<file path="src/rtl/vga_hvsync_generator.sv">
// VGA 640x480@60 timing generator: free-running pixel/line counters with
// registered active-low syncs and a combinational display-enable decode.
module vga_hvsync_generator #(
   parameter int unsigned H_DISPLAY = 640,
   parameter int unsigned H_FRONT   = 16,
   parameter int unsigned H_SYNC    = 96,
   parameter int unsigned H_BACK    = 48,
   parameter int unsigned V_DISPLAY = 480,
   parameter int unsigned V_FRONT   = 10,
   parameter int unsigned V_SYNC    = 2,
   parameter int unsigned V_BACK    = 33
) (
   input  logic       clk,
   input  logic       rst_n,
   output logic       hsync,
   output logic       vsync,
   output logic       display_on,
   output logic [9:0] hpos,
   output logic [9:0] vpos
);

   localparam logic [9:0] H_LAST = 10'(H_DISPLAY + H_FRONT + H_SYNC + H_BACK - 1);
   localparam logic [9:0] V_LAST = 10'(V_DISPLAY + V_FRONT + V_SYNC + V_BACK - 1);
   localparam logic [9:0] H_VIS  = 10'(H_DISPLAY);
   localparam logic [9:0] V_VIS  = 10'(V_DISPLAY);
   localparam logic [9:0] H_SS   = 10'(H_DISPLAY + H_FRONT);
   localparam logic [9:0] H_SE   = 10'(H_DISPLAY + H_FRONT + H_SYNC - 1);
   localparam logic [9:0] V_SS   = 10'(V_DISPLAY + V_FRONT);
   localparam logic [9:0] V_SE   = 10'(V_DISPLAY + V_FRONT + V_SYNC - 1);

   logic [9:0] r_hpos;
   logic [9:0] r_vpos;
   logic       r_hsync;
   logic       r_vsync;
   logic [9:0] w_hpos_next;
   logic [9:0] w_vpos_next;
   logic       w_h_wrap;

   always_comb begin
      w_h_wrap    = (r_hpos == H_LAST);
      w_hpos_next = w_h_wrap ? 10'd0 : r_hpos + 10'd1;
      w_vpos_next = r_vpos;
      if (w_h_wrap) begin
         w_vpos_next = (r_vpos == V_LAST) ? 10'd0 : r_vpos + 10'd1;
      end
   end

   // Syncs decode the next counter values so the registered pins line up
   // with the hpos/vpos they describe.
   always_ff @(posedge clk or negedge rst_n) begin
      if (!rst_n) begin
         r_hpos  <= 10'd0;
         r_vpos  <= 10'd0;
         r_hsync <= 1'b1;
         r_vsync <= 1'b1;
      end else begin
         r_hpos  <= w_hpos_next;
         r_vpos  <= w_vpos_next;
         r_hsync <= !((w_hpos_next >= H_SS) && (w_hpos_next <= H_SE));
         r_vsync <= !((w_vpos_next >= V_SS) && (w_vpos_next <= V_SE));
      end
   end

   assign hpos       = r_hpos;
   assign vpos       = r_vpos;
   assign hsync      = r_hsync;
   assign vsync      = r_vsync;
   assign display_on = (r_hpos < H_VIS) && (r_vpos < V_VIS);

endmodule

</file>
<file path="config.mk">
export PLATFORM = sky130hd
export DESIGN_NAME = vga_hvsync_generator
export DESIGN_NICKNAME = d
export VERILOG_FILES = /design/src/rtl/vga_hvsync_generator.sv
export SDC_FILE = /design/constraint.sdc
export NUM_CORES = 1
export LEC_CHECK = 0
export ABC_AREA = 1
export CAP_MARGIN = 20
export CORE_ASPECT_RATIO = 0.7
export CORE_MARGIN = 2
export CORE_UTILIZATION = 45
export CTS_BUF_LIST = sky130_fd_sc_hd__clkbuf_4 sky130_fd_sc_hd__clkbuf_8
export DETAILED_ROUTE_END_ITERATION = 7
export GPL_TIMING_DRIVEN = 0
export PLACE_DENSITY = 0.7
export SYNTH_ARGS = -nofsm -noshare
export SYNTH_HDL_FRONTEND = slang
export SYNTH_SLANG_ARGS = --single-unit
</file>
<file path="constraint.sdc">
create_clock -name clk -period 3 [get_ports clk]
set_clock_uncertainty 0.15 [all_clocks]
set_input_delay 0.6 -clock clk [delete_from_list [all_inputs] [get_ports clk]]
set_output_delay 0.6 -clock clk [all_outputs]
set_load 0.1 [all_outputs]
</file>
==> results.toml, run 1 <==
[run_status]
status = "complete, no violations"

[flow_run]
maxCapViolCount = 0

[synth]
syn-mean-instance-area_um2 = 7.51
synth_compound_area_share_pct = 6.85
synthMuxAreaShare_pct = 0
yosysWarnings = 0
synth_seq_cells = 22
synth_top_cell_by_area = "dfrtp_1"
synth_area_um2 = 1350
synth_fa_ha_area_share_pct = 3.70
syn_nets = 186
yosys.area_share.simple_pct = 34.8
ys_types = 25
seq_area_frac_synth_pct = 40.9
synth_xor_xnor_area_share_pct = 2.59
synth.area.top_cells = "dfrtp_1 (37%), nand2_1 (13%), inv_1 (9.7%)"
synth_top_area_share_pct = 37.0
synthCells = 180
synth_top_family_by_area = "simple AND/OR/NAND/NOR gates"

[setup_path]
start_kind = "flop"
arrival_ps = 2130
r2r_slack_ps = 1100
path_max_fanout = 7
timing.rr.end = "vsync$_DFF_PN1_"
reg2regPathDepth = 10
criticalPathCategory = "flop to output port"
cp.required_ps = 2250
reg2reg_from = "hpos[0]$_DFF_PN0_"
endpoint_kind = "output port"

[drt]
first_pass_iters = 4
vias_per_cell = 5.08
met1_length_mm = 1.61
post_drt_wl_per_cell_um = 12.6
wl_met3_um = 171
ant_nets = 0
routed.top_layer = "met4"
wl_met2_mm = 1.29
drt_wl_total_mm = 3.08
drc = 0
drt_iter0_markers = 89
vias = 1245

[power]
powerDensity_nw_per_um2 = 302
power_leakage_uw = 0.000921
peakVddDrop_mv = 0.283

[final_layout]
final_net_count = 216
drive_gt1_share_pct = 11.5
final_cell_area_um2 = 1730
area_growth_pct = 27.8
diodes = 0

[cts]
cts_tree = "built"
path_clk_slew_ps = 80
htreeDepth = 1
cts_made_buffers = 3
post_cts_buffers = 0
cts_num_sinks = 22
root_buffer = "clkbuf_8"
worstSkewPairLatency_ps = 260
max-clock-path-buffers = 2

[sta]
slew_headroom_pct = 34.4
worst_pin_slew_ps = 981
fin_crit_sh_pct = 96.0
setup_tns_ps = 0
fin_ws_ps = 121
fin_hold_ws_ps = 378
setup_viol = 0
hold_violations = 0
maxSlewViolCount = 0
fin_crit_ps = 2880
max_freq_mhz = 347
rsz0062_at_grt = "no"

[die]
rows = 16
dieArea_um2 = 3470
core_region_area_um2 = 2820
die_y_um = 49.9
die_w_um = 69.5
ios = 25
initial_core_util_pct = 47.9

[worst_hold_path]
hold_depth = 1
min_path_type = "flop to flop"
hold_path_startpoint = "hpos[0]$_DFF_PN0_"
whs_endpoint = "hpos[0]$_DFF_PN0_"

[place]
place.port_buffers = 24
dpl_cell_area_um2 = 1660
dp_hpwl_mm = 2.30
gp_congestion = 0.901
dp_slack_ps = 90.9

[global_route]
grt_overflow_total = 0
grt_pass1_wl_mm = 5.11
antenna_found_initial = 0
track_usage_pct = 18.8
grt_max_degree = 23
grt_pass1_vias = 1119
## metrics by stage
step,power [uW],cells,utilization (%)
4_1_cts,528,244,60.6
3_3_place_gp,309,240,58.7
2_1_floorplan,302,180,-
3_5_place_dp,310,240,58.7
5_1_grt,549,245,61.2
6_report,522,245,61.2
## timing repair
item,4_1_cts,5_1_grt
hold buffers,0,0
gates resized for setup,1,1
endpoints found under the setup margin,1,1
## cells in the final DEF (no fill, tap or decap)
cell and instances:
a2111oi_4 1, a21oi_2 1, a21oi_4 1, a31oi_1 1, buf_8 1, clkbuf_8 4
clkdlybuf4s15_1 1, clkdlybuf4s50_1 23, clkinv_4 1, dfrtp_1 19, dfrtp_2 1, dfstp_2 2
ha_1 4, inv_1 35, inv_2 3, nand2_1 46, nand2_2 3, nand3_1 17
nand3_2 2, nand3_4 1, nand3b_1 1, nand4_1 3, nor2_1 17, nor2_2 1
nor2_8 2, nor3_1 4, o21a_1 1, o21ai_0 8, o21ai_1 1, xor2_1 4
## cells by family after synthesis
group	after synthesis
XOR/XNOR	4
AO/OA/AOI/OAI	14
flip-flops	22
adder cells (fa/ha/maj)	4
buffers and inverters	39
AND/OR/NAND/NOR	97
## report_power, final
group	internal [uW]	switching (uW)	leakage, uW
Combinational	2.92	6.33	0.000607
Sequential	296	0	0.000284
Clock	117	98.9	0.0000288
Total	416	105	0.000921
## sequential cells by signal, summed over array words and instances (netlist names)
signal and cells:
hpos 10, vsync 1, vpos 10, hsync 1
## routing by layer
layer | up-vias | GRT usage, %
met5 | - | 0
met4 | 0 | 2.94
met3 | 2 | 5.32
met2 | 35 | 28.7
met1 | 590 | 27.0
li1 | 618 | -
## worst max path at each step
stage | from | end | slack [ps] | depth (start not counted)
after global routing | vpos[5]$_DFF_PN0_ | display_on | 20 | 4
after CTS | vpos[5]$_DFF_PN0_ | display_on | 90 | 4
final | vpos[5]$_DFF_PN0_ | display_on | 120 | 4
after detailed placement | vpos[5]$_DFF_PN0_ | display_on | 90 | 4
after global placement | vpos[5]$_DFF_PN0_ | display_on | 110 | 4
after floorplan | vpos[7]$_DFF_PN0_ | display_on | 40 | 3
## cells in the mapped netlist
| library cell | instances |
|---|---|
| nor3_1 | 4 |
| o21ai_1 | 1 |
| nand2_2 | 3 |
| a31oi_1 | 1 |
| nand4_1 | 3 |
| inv_1 | 35 |
| inv_2 | 3 |
| nor2_1 | 17 |
| xor2_1 | 4 |
| nand3b_1 | 1 |
| nand3_2 | 2 |
| nand3_4 | 1 |
| dfrtp_1 | 20 |
| dfstp_2 | 2 |
| nor2_8 | 2 |
| a21oi_4 | 1 |
| a2111oi_0 | 1 |
| a21oi_2 | 1 |
| nand3_1 | 17 |
| nor2_2 | 1 |
| nand2_1 | 46 |
| o21ai_0 | 8 |
| o21a_1 | 1 |
| ha_1 | 4 |
| clkinv_4 | 1 |
## critical path: stages, from the launching register on
cell             delay, ps
dfrtp_2                450
inv_1                  140
nor3_1                 120
a2111oi_4              280
clkdlybuf4s15_1        870
## layout make-up
cell class | count | area, um^2
timing repair buffer | 25 | 255
tap | 36 | 45.0
fill | 243 | 1090
sequential | 22 | 554
inverter | 39 | 151
clock buffer | 4 | 55.1
multi-input combinational | 119 | 667
Power figures use the tool's default switching activity.
==> inputs of run 2 (changes only) <==
- CTS_CLUSTER_DIAMETER: not set -> 150
==> results of run 2 <==
Same layout as run 1: the final DEF is identical, and so are final timing and power.
==> inputs of run 3 (changes only) <==
- CTS_BUF_LIST: sky130_fd_sc_hd__clkbuf_4 sky130_fd_sc_hd__clkbuf_8 -> not set
- CTS_CLUSTER_SIZE: not set -> 16
==> results of run 3 <==
Same layout as run 1: the final DEF is identical, and so are final timing and power.
